<file path="src/rtl/niosii_demo_switch_poller.sv">
// Avalon-MM sequencer: programs the switches PIO irq mask, polls and debounces
// the switch value, and mirrors each accepted value onto the LED PIO.
module niosii_demo_switch_poller #(
  parameter int          POLL_DIV      = 50000,
  parameter int          DEBOUNCE      = 3,
  parameter logic [9:0]  IRQ_MASK_INIT = 10'h3FF
) (
  input  logic        clk,
  input  logic        reset,
  input  logic        enable,
  output logic [1:0]  sw_address,
  output logic        sw_chipselect,
  output logic        sw_write_n,
  output logic [31:0] sw_writedata,
  input  logic [31:0] sw_readdata,
  input  logic        sw_irq,
  output logic [1:0]  led_address,
  output logic        led_chipselect,
  output logic        led_write_n,
  output logic [31:0] led_writedata,
  output logic [9:0]  sw_value,
  output logic        sw_changed,
  output logic        busy
);

  localparam int             CW     = $clog2(POLL_DIV);
  localparam logic [CW-1:0]  RELOAD = CW'(POLL_DIV - 1);
  localparam logic [3:0]     DEB    = 4'(DEBOUNCE);

  typedef enum logic [2:0] {INIT_MASK, WAIT, RD_REQ, RD_CAP, LED_WR} state_t;

  typedef struct packed {
    logic        cs;
    logic        wr_n;
    logic [1:0]  addr;
    logic [31:0] wdata;
  } bus_t;

  localparam bus_t BUS_IDLE = '{cs: 1'b0, wr_n: 1'b1, addr: 2'd0, wdata: 32'd0};

  state_t        state_q, state_d;
  logic [CW-1:0] cnt_q, cnt_d;
  logic          irq_q;
  logic [9:0]    cand_q, cand_d;
  logic [3:0]    match_q, match_d;
  logic [9:0]    value_q, value_d;
  logic          changed_q, changed_d;
  logic          busy_q, busy_d;
  bus_t          sw_bus_q, sw_bus_d;
  bus_t          led_bus_q, led_bus_d;

  logic [9:0]    sample;
  logic          irq_edge;
  logic          unused_rd_hi;

  assign sample       = sw_readdata[9:0];
  assign irq_edge     = sw_irq & ~irq_q;
  assign unused_rd_hi = ^sw_readdata[31:10];

  always_comb begin
    state_d   = state_q;
    cnt_d     = cnt_q;
    cand_d    = cand_q;
    match_d   = match_q;
    value_d   = value_q;
    sw_bus_d  = BUS_IDLE;
    led_bus_d = BUS_IDLE;

    case (state_q)
      INIT_MASK: state_d = WAIT;
      WAIT: begin
        if (enable) begin
          if (cnt_q == '0 || irq_edge) begin
            state_d = RD_REQ;
            cnt_d   = RELOAD;
          end else begin
            cnt_d = cnt_q - 1'b1;
          end
        end
      end
      RD_REQ: state_d = RD_CAP;
      RD_CAP: begin
        if (sample == cand_q) begin
          match_d = (match_q == DEB) ? DEB : match_q + 4'd1;
        end else begin
          cand_d  = sample;
          match_d = 4'd1;
        end
        state_d = (match_d == DEB && cand_d != value_q) ? LED_WR : WAIT;
      end
      LED_WR:  state_d = WAIT;
      default: state_d = INIT_MASK;
    endcase

    // Outputs are registered from the upcoming state so each bus cycle lines
    // up with its state; the mask write is the one issued on leaving reset.
    if (state_q == INIT_MASK)
      sw_bus_d = '{cs: 1'b1, wr_n: 1'b0, addr: 2'd2, wdata: {22'b0, IRQ_MASK_INIT}};
    else if (state_d == RD_REQ)
      sw_bus_d = '{cs: 1'b1, wr_n: 1'b1, addr: 2'd0, wdata: 32'd0};

    if (state_d == LED_WR) begin
      led_bus_d = '{cs: 1'b1, wr_n: 1'b0, addr: 2'd0, wdata: {22'b0, cand_d}};
      value_d   = cand_d;
    end

    changed_d = (state_d == LED_WR);
    busy_d    = (state_d != WAIT);
  end

  always_ff @(posedge clk) begin
    if (reset) begin
      state_q   <= INIT_MASK;
      cnt_q     <= RELOAD;
      irq_q     <= 1'b0;
      cand_q    <= '0;
      match_q   <= '0;
      value_q   <= '0;
      changed_q <= 1'b0;
      busy_q    <= 1'b0;
      sw_bus_q  <= BUS_IDLE;
      led_bus_q <= BUS_IDLE;
    end else begin
      state_q   <= state_d;
      cnt_q     <= cnt_d;
      irq_q     <= sw_irq;
      cand_q    <= cand_d;
      match_q   <= match_d;
      value_q   <= value_d;
      changed_q <= changed_d;
      busy_q    <= busy_d;
      sw_bus_q  <= sw_bus_d;
      led_bus_q <= led_bus_d;
    end
  end

  assign sw_address     = sw_bus_q.addr;
  assign sw_chipselect  = sw_bus_q.cs;
  assign sw_write_n     = sw_bus_q.wr_n;
  assign sw_writedata   = sw_bus_q.wdata;
  assign led_address    = led_bus_q.addr;
  assign led_chipselect = led_bus_q.cs;
  assign led_write_n    = led_bus_q.wr_n;
  assign led_writedata  = led_bus_q.wdata;
  assign sw_value       = value_q;
  assign sw_changed     = changed_q;
  assign busy           = busy_q;

endmodule

</file>
<file path="config.mk">
export PLATFORM = sky130hd
export DESIGN_NAME = niosii_demo_switch_poller
export DESIGN_NICKNAME = d
export VERILOG_FILES = /design/src/rtl/niosii_demo_switch_poller.sv
export SDC_FILE = /design/constraint.sdc
export NUM_CORES = 1
export LEC_CHECK = 0
export BUFFER_PORTS_ARGS = -buffer_cell sky130_fd_sc_hd__buf_2
export CAP_MARGIN = 20
export CORE_AREA = 8 8 88 82
export CTS_CLUSTER_DIAMETER = 50
export DETAILED_ROUTE_END_ITERATION = 10
export DIE_AREA = 0 0 96 90
export HOLD_SLACK_MARGIN = 0.12
export PLACE_DENSITY = 0.95
export RECOVER_POWER = 100
export SLEW_MARGIN = 10
export SYNTH_ARGS = -nofsm -noshare
export SYNTH_HDL_FRONTEND = slang
export SYNTH_SLANG_ARGS = --single-unit
</file>
<file path="constraint.sdc">
create_clock -name clk -period 4.2 [get_ports clk]
set_input_delay 0.84 -clock clk [delete_from_list [all_inputs] [get_ports clk]]
set_output_delay 0.84 -clock clk [all_outputs]
set_load 0.03 [all_outputs]
</file>
==> results of run 1 <==
-- registers in the layout, indices dropped and copies added, names as in the netlist --
name	flops
cnt_q	16
cand_q	10
led_writedata	10
sw_value	10
match_q	4
state_q	3
busy	1
irq_q	1
led_write_n	1
sw_changed	1
sw_chipselect	1
sw_write_n	1
sw_writedata	1
-- kinds of logic (layout without fill, tap and decap cells) --
family,Yosys count,count (layout)
flip-flops,60,60
buffers and inverters,74,73
adder cells (fa/ha/maj),2,2
other,1,47
AO/OA/AOI/OAI,39,39
XOR/XNOR,34,34
AND/OR/NAND/NOR,108,108
-- worst max-delay path: stages --
cell	delay (ns)
clkbuf_1	0.12
xnor2_1	0.22
nand4_1	0.16
nor3_1	0.61
and4_1	0.74
a22o_1	0.26
-- layout make-up --
| type | instances | area [um^2] |
|---|---|---|
| Inverter | 6 | 22.5 |
| Clock buffer | 13 | 159 |
| Sequential cell | 60 | 1200 |
| Fill cell | 557 | 2800 |
| Multi-Input combinational cell | 230 | 1340 |
| Timing Repair Buffer | 52 | 216 |
| Tap cell | 72 | 90.1 |
| Clock inverter | 2 | 10.0 |
-- power groups by stage --
stage	logic [uW]	registers [uW]	clock network, uW
after floorplan	161	606	0
after global placement	151	600	0
after detailed placement	155	601	0
after CTS	155	588	453
after global routing	161	590	487
final	151	589	444
-- metrics by stage --
stage | utilization [%] | std cells | setup WS (ns) | hold WS, ns
global route | 52.0 | 435 | 1.31 | 0.528
floorplan | - | 364 | 1.98 | 0.449
finish | 52.0 | 435 | 1.52 | 0.474
detailed placement | 50.4 | 420 | 1.38 | 0.467
global placement | 50.4 | 420 | 1.51 | 0.462
CTS | 53.2 | 435 | 1.73 | 0.476
-- cell usage in the layout, fill, tap and decap left out, types with 3 or more instances in the layout --
cell type  synthesis  layout
and2_0             0       9
nor3_1             4       5
nand4_1            6       6
inv_1              6       6
nor2_1            13      13
xor2_1            15      15
nand2_1           37      37
clkbuf_1           4      41
buf_2              5      11
and2_1            19      10
conb_1             1      47
xnor2_1           19      19
a21oi_1           12      13
a211oi_1           3       3
dfxtp_1           60      60
a22o_1            10      10
nor4_1             9       9
nand3_1            4       4
clkbuf_8           0      11
o21ai_0            1       3
-- per-layer routing --
layer  vias up  track usage (%)  share of wire [%]
li1       1044                -                  -
met1       971             14.3                 39
met2        72             23.6                 51
met3         6             7.23                8.9
met4         0             4.48               0.73
met5         -                0                  0
-- worst max-delay path by stage --
stage	from	to	slack, ns	cells after the start
floorplan	sw_readdata[4]	sw_value[3]	1.98	7
global placement	sw_readdata[8]	sw_value[9]	1.51	6
detailed placement	sw_readdata[8]	sw_value[9]	1.38	6
CTS	sw_readdata[8]	sw_value[9]	1.73	6
global route	sw_readdata[8]	sw_value[9]	1.31	6
finish	sw_readdata[8]	sw_value[9]	1.52	6
==> results.tsv, run 1 <==
metric	value	unit
outcome	complete, no violations	
clk-insertion-delay-late	0.33	ns
hold_class	reg2reg	
cp_data_required_time	4.47	ns
setup_tns	0	ns
critical_path.endpoint_type	flop	
dpl.hpwl	4370	um
synth-edff-count	0	
drt_iter0_markers	83	
drv_cap	0	
ys_seq_elements	60	
async_flop_share	0	%
grt_usage	13.9	%
area_growth	4.92	%
syn_area	2900	um^2
synth_most_common_cell	dfxtp_1	
finalCritPeriodShare	63.8	%
core	5840	um^2
grt_pass1_wl	9670	um
holdPathStages	2	
placed_area	2940	um^2
dr_total_vias	2093	
synth_top_flop_cell	dfxtp_1	
postRouteAntennaNets	0	
swShare	28.3	%
gp_congestion	0.788	
synth.area.mux_share	0	%
wl_per_cell	13.3	um
vias_per_cell	4.81	
p_seq_share	49.7	%
clock_tree.root_cell	clkbuf_8	
seq_area_frac_synth	41.5	%
p_sw	335	uW
cts.sinks	60	
synthTopCellsByCount	dfxtp_1, buf_4, nand2_1	
cts_tree	yes	
buffer_ports.inserted	50	
synth_compound_area_share	9.93	%
holdCritStartpoint	match_q[1]	
min_to	match_q[1]	
synthTopCellsByArea	dfxtp_1, buf_4, xnor2_1	
ctsResizeCount	0	
start_util	49.6	%
diodes	0	
synthAdderAreaFrac	0.864	%
maxSlewViolCount	0	
finalClockSkew	0.00720	ns
syn_inst	318	
numCtsBuffers	9	
rows	27	
nets	397	
rsz0062_at_grt	false	
die_area	8640	um^2
wirelength	5790	um
avgSynthCellArea	9.11	um^2
cts-hold-fix-buffers	0	
htreeDepth	3	
finalInstanceArea	3040	um^2
totalPowerFinal	1180	uW
synth_xor_area_share	10.3	%
critPathLaunchType	primary input	
critPathKind	in2reg	
powerDensity	389	nW/um^2
tightest_slew	1.02	ns
vdd_drop_max	311	uV
dieWidth	96	um
drtPass1Iterations	4	
r2r-start	cand_q[7]	
finalSetupViolations	0	
grt_max_degree	24	
drc	0	
synth_top_family_by_area	simple AND/OR/NAND/NOR gates	
die_h	90	um
pwr-share-clk	37.5	%
slew_headroom	31.9	%
cts.clk_slew.worst_paths	0.06	ns
synthSimpleGateAreaFrac	19.9	%
final-hold-violation-count	0	
io_pins	120	
yosys.area.top_type	dfxtp_1	
p_leak	0.00124	uW
drive_gt1_share	8.26	%
intPower	848	uW
postCtsSetupBuffers	0	
crit_arrival	2.95	ns
synth_cell_type_count	42	
r2r.worst_path.cells	5	
final.min_clock_period	2.68	ns
ys_warn_count	0	
power.share.combinational	12.8	%
worst_r2r_endpoint	sw_value[9]	
max_freq	373	MHz
antenna_found_initial	0	
gr-total-overflow	0	
synth_top_area_share	41.5	%
clk_path_buf_depth	2	
grt_pass1_vias	2175	
regToRegSetupSlack	1.86	ns
path_max_fanout	23	
Note: power is estimated with default switching activity, not from simulation.
==> run 2: changes to the inputs <==
--- a/config.mk
+++ b/config.mk
@@ -5,14 +5,15 @@
 export SDC_FILE = /design/constraint.sdc
 export NUM_CORES = 1
 export LEC_CHECK = 0
+export ABC_AREA = 1
 export BUFFER_PORTS_ARGS = -buffer_cell sky130_fd_sc_hd__buf_2
 export CAP_MARGIN = 20
-export CORE_AREA = 8 8 88 82
+export CORE_AREA = 8 8 98 91
 export CTS_CLUSTER_DIAMETER = 50
 export DETAILED_ROUTE_END_ITERATION = 10
-export DIE_AREA = 0 0 96 90
+export DIE_AREA = 0 0 106 99
 export HOLD_SLACK_MARGIN = 0.12
-export PLACE_DENSITY = 0.95
+export PLACE_DENSITY = 0.87
 export RECOVER_POWER = 100
 export SLEW_MARGIN = 10
 export SYNTH_ARGS = -nofsm -noshare
==> constraint.sdc (replaced) <==
create_clock -name clk -period 2.2 [get_ports clk]
set_input_delay 0.44 -clock clk [delete_from_list [all_inputs] [get_ports clk]]
set_output_delay 0.44 -clock clk [all_outputs]
set_load 0.03 [all_outputs]
==> results.tsv, run 2 <==
metric	value	unit	change
critPathSlowestCell	dfxtp_1		
dr_total_vias	2501		+19%
dpl.hpwl	4830	um	+10%
rows	30		+11%
synthTopCellsByCount	nand2_1, dfxtp_1, buf_4		
crit_arrival	2.05	ns	-0.90 ns
clk-insertion-delay-late	0.34	ns	about the same
clock_tree.root_cell	clkbuf_8		
wl_per_cell	11.2	um	-16%
path_max_fanout	10		-57%
grt_usage	12.5	%	-1.5 points
multiInputGateArea	1380	um^2	+2.8%
crit_top_cell	nand2_1		
dp_cells	547		+30%
gp_congestion	0.807		+2.3%
drt_iter0_markers	127		+53%
hold_class	in2reg		
grt_pass1_vias	2548		+17%
ys_seq_elements	60		unchanged
final-hold-violation-count	0		unchanged
cts-hold-fix-buffers	0		unchanged
finalInstanceArea	3390	um^2	+12%
syn_area	3090	um^2	+6.6%
pre_cts_ws	0.282	ns	-1.10 ns
fill_cells	751		+35%
rsz0062_at_grt	false		
crit_buf_inv	2		+1
cts.sinks	60		unchanged
buffer_ports.inserted	50		unchanged
synth_top_area_share	38.9	%	-2.6 points
die_h	99	um	+10%
cp_data_required_time	2.42	ns	-2.05 ns
outcome	complete, no violations		
final.min_clock_period	1.82	ns	
slowest_delay	0.34	ns	-0.40 ns
finalSetupViolations	0		unchanged
finalNonFillerCells	563		+29%
drive_gt1_share	10.7	%	+2.4 points
setup_tns	0	ns	unchanged
ys_warn_count	0		unchanged
drc	0		unchanged
tightest_slew	0.598	ns	-0.424 ns
area_growth	9.80	%	
setup_slack	0.377	ns	-1.14 ns
numCtsBuffers	9		unchanged
finalClockSkew	0.00536	ns	-0.00184 ns
wirelength	6300	um	+8.8%
synth_cell_type_count	34		-19%
slew_headroom	60.1	%	+28 points
htreeDepth	3		unchanged
yosys.area.top_type	dfxtp_1		
layout_common_cells	nand2_1, dfxtp_1, inv_1		
critPathLaunchType	flop		
hold_slack	0.343	ns	-0.131 ns
placed_area	3190	um^2	+8.5%
async_flop_share	0	%	unchanged
syn_inst	417		+31%
avgSynthCellArea	7.41	um^2	-19%
finalCritPeriodShare	82.9	%	
powerDensity	784	nW/um^2	+100%
regMostFlops	cnt_q		
io_pins	120		unchanged
vias_per_cell	4.44		-7.7%
drtPass1Iterations	4		unchanged
grt_pass1_wl	10700	um	+11%
max_freq	549	MHz	
start_util	42.2	%	-7.4 points
die_area	10500	um^2	+21%
seqCellArea	1200	um^2	unchanged
cts.clk_slew.worst_paths	0.06	ns	about the same
nets	500		+26%
largest_reg_flops	16		unchanged
seq_area_frac_synth	38.9	%	-2.6 points
synth-edff-count	0		unchanged
maxSlewViolCount	0		unchanged
final_common_cell	nand2_1		
synth_top_flop_cell	dfxtp_1		
critPathKind	reg2reg		
critical_path.endpoint_type	flop		
grt_max_degree	42		+75%
postRouteAntennaNets	0		unchanged
drv_cap	0		unchanged
p_leak	0.00167	uW	+35%
dieWidth	106	um	+10%
cp_top_family	simple AND/OR/NAND/NOR gates		
diodes	0		unchanged
synthTopCellsByArea	dfxtp_1, buf_4, nand2_1		
antenna_found_initial	0		unchanged
ctsResizeCount	0		unchanged
crit_chain	inv_1 -> nand2_1 -> nand2_1 -> nor2_1 -> nand2_1 -> nor2_1 -> nand3_1 -> nor2_1 -> nand3_2 -> inv_1 -> nand2_2 -> nand3_1 -> nand2_1		
postCtsSetupBuffers	0		unchanged
cts_tree	yes		
vdd_drop_max	605	uV	+94%
core	7320	um^2	+25%
synth_most_common_cell	nand2_1		
gr-total-overflow	0		unchanged
clk_path_buf_depth	2		unchanged
## run 2: layout make-up
class | count | area share, %
multi-input combinational | 281 | 40.6
sequential | 60 | 35.4
timing repair buffer | 54 | 6.86
inverter | 56 | 6.19
clock buffer | 12 | 4.57
tap | 96 | 3.54
clock inverter | 4 | 2.80
## run 2: report_power, final
part           internal (uW)  total, uW  switching, uW
registers               1110       1120           14.2
clock network            813       1220            411
logic                   57.3        316            259
## run 2: cells by family after synthesis
family	Yosys count	share of synthesized area, %
compound gates	42	7.17
xor+xnor	19	5.38
fa+ha+maj	2	0.810
buf+inv	122	22.2
flops	60	38.9
other cells	1	0.121
simple gates	171	25.4
## run 2: metal layers
layer / track usage, % / vias to the layer above / wire length [um]
li1: - / 1289 / -
met1: 12.4 / 1111 / 2580
met2: 21.9 / 91 / 3030
met3: 5.81 / 10 / 601
met4: 5.30 / 0 / 93
met5: 0 / - / 0
## run 2: worst paths after layout
path / start / end / cells after the start / slack (ns)
hold reg to reg: cnt_q[0] / cnt_q[0] / 2 / 0.49
setup reg to reg: cand_q[4] / sw_value[0] / 13 / 0.38
setup / recovery: cand_q[4] / sw_value[0] / 13 / 0.38
hold / removal: sw_irq / irq_q / 3 / 0.34
## run 2: tightest hold or removal path: stages
cell	delay, ns
buf_2	0.08
inv_1	0.04
nor2_1	0.08
## run 2: through the flow
stage	util (%)	total power (uW)
final	46.4	2660
after global routing	46.4	2770
after CTS	47.0	2700
after detailed placement	43.6	1460
after global placement	43.6	1460
after floorplan	-	1480
==> run 3: changes to the inputs <==
==> constraint.sdc (replaced) <==
create_clock -name clk -period 1.5 [get_ports clk]
set_input_delay 0.3 -clock clk [delete_from_list [all_inputs] [get_ports clk]]
set_output_delay 0.3 -clock clk [all_outputs]
set_load 0.03 [all_outputs]
==> results.tsv, run 3 (synthesis gave the netlist of run 2 again) <==
metric	value	unit	change
cts_tree	yes		
regMostFlops	cnt_q		
max_freq	619	MHz	+13%
diodes	0		unchanged
grt_pass1_wl	11200	um	+4.9%
grt_max_degree	42		unchanged
holdCritStartpoint	sw_irq		
final-hold-violation-count	0		unchanged
totalPowerFinal	3880	uW	+46%
critPathKind	reg2reg		
grt_pass1_vias	2644		+3.8%
clk_path_buf_depth	2		unchanged
intPower	2840	uW	+44%
finalCritPeriodShare	108	%	+25 points
cts.clk_slew.worst_paths	0.07	ns	about the same
drc	0		unchanged
layout_common_cells	nand2_1, buf_2, conb_1, dfxtp_1, inv_1		
vdd_drop_max	790	uV	+31%
dieWidth	106	um	unchanged
dpl.hpwl	5170	um	+7.0%
drive_gt1_share	36.9	%	+26 points
crit_arrival	1.89	ns	-0.16 ns
r2r.worst_path.cells	13		unchanged
antenna_found_initial	0		unchanged
cts.sinks	60		unchanged
postRouteAntennaNets	0		unchanged
rows	30		unchanged
p_sw	1040	uW	+52%
power.share.combinational	14.5	%	+2.6 points
finalNonFillerCells	598		+6.2%
critical_path.endpoint_type	flop		
setup_slack	-0.116	ns	-0.493 ns
gr-total-overflow	0		unchanged
vias_per_cell	4.57		+2.9%
powerDensity	976	nW/um^2	+25%
holdPathStages	3		unchanged
nets	535		+7.0%
setup_tns	-2.26	ns	-2.26 ns
finalSetupViolations	26		+26
path_max_fanout	3		-7
clk-insertion-delay-late	0.34	ns	about the same
critPathLaunchType	flop		
maxSlewViolCount	0		unchanged
wl_per_cell	12.5	um	+11%
startpoint	cand_q[4]		
r2r-start	cand_q[4]		
htreeDepth	3		unchanged
violations	setup timing		
placed_area	3400	um^2	+6.4%
core	7320	um^2	unchanged
fill_cells	691		-8.0%
rsz0062_at_grt	true		
p_seq_share	42.4	%	+0.3 points
hold_slack	0.205	ns	-0.139 ns
p_leak	0.00203	uW	+21%
drt_iter0_markers	109		-14%
cp_data_required_time	1.77	ns	-0.65 ns
drv_cap	0		unchanged
swShare	26.9	%	+1.2 points
largest_reg_flops	16		unchanged
dp_cells	571		+4.4%
outcome	finished with violations		
area_growth	28.6	%	
die_h	99	um	unchanged
die_area	10500	um^2	unchanged
final_common_cell	nand2_1		
pwr-share-clk	43.2	%	-2.8 points
clock_tree.root_cell	clkbuf_8		
numCtsBuffers	9		unchanged
finalInstanceArea	3980	um^2	+17%
dr_total_vias	2733		+9.3%
wirelength	7460	um	+18%
gp_congestion	0.820		+1.6%
hold_class	in2reg		
drtPass1Iterations	4		unchanged
start_util	42.2	%	unchanged
buffer_ports.inserted	50		unchanged
grt_usage	13.0	%	+0.48 points
finalClockSkew	0.0116	ns	+0.00624 ns
io_pins	120		unchanged
final.min_clock_period	1.62	ns	-0.207 ns
run 3: what timing repair did:
action,4_1_cts,5_1_grt
pin swaps,10,28
hold buffers,0,0
cloned,0,1
buffers inserted,7,3
hold endpoints to repair,0,0
endpoints found under the setup margin,34,42
resized for setup,24,54
run 3: power by group through the flow:
stage	Sequential (uW)	Combinational [uW]	Clock, uW
after detailed placement	1680	504	0
final	1640	561	1680
after CTS	1640	538	1720
after floorplan	1700	477	0
after global routing	1650	601	1780
after global placement	1670	497	0
run 3: path summary, 6_finish.rpt:
kind | slack [ns] | endpoint
worst min-delay path | 0.20 | irq_q
worst max-delay path | -0.12 | busy
worst max register to register | -0.12 | busy
worst min register to register | 0.48 | cnt_q[0]
run 3: metrics by stage:
step / utilization, % / worst slack [ns]
global placement: 46.4 / -0.136
detailed placement: 46.4 / -0.184
CTS: 51.5 / -0.0397
floorplan: - / 0.0404
global route: 54.3 / -0.277
finish: 54.3 / -0.116
run 3: area by class of cell:
type,instances,area [um^2],area share [%]
Clock buffer,12,165,4.15
Clock inverter,4,70.1,1.76
Inverter,56,215,5.41
Multi-Input combinational cell,282,1600,40.1
Sequential cell,60,1220,30.6
Tap cell,96,120,3.02
Timing Repair Buffer,88,592,14.9
run 3: worst max-delay path: stages, from the launching register on:
cell and delay, ns:
dfxtp_2 0.33, inv_1 0.04, nand2_1 0.04, nand2_1 0.06, nor2_1 0.10, nand2_1 0.06
nor2_1 0.12, nand3_1 0.13, nor2_2 0.13, nand3_2 0.12, buf_6 0.15, nand2_4 0.05
nand3_2 0.08, a21oi_2 0.13
run 3: per-layer routing:
layer / up-vias / part of all wire [%] / track usage (%)
li1: 1359 / - / -
met1: 1265 / 39 / 12.7
met2: 93 / 51 / 23.5
met3: 16 / 8.2 / 5.87
met4: 0 / 1.9 / 4.43
met5: - / 0 / 0
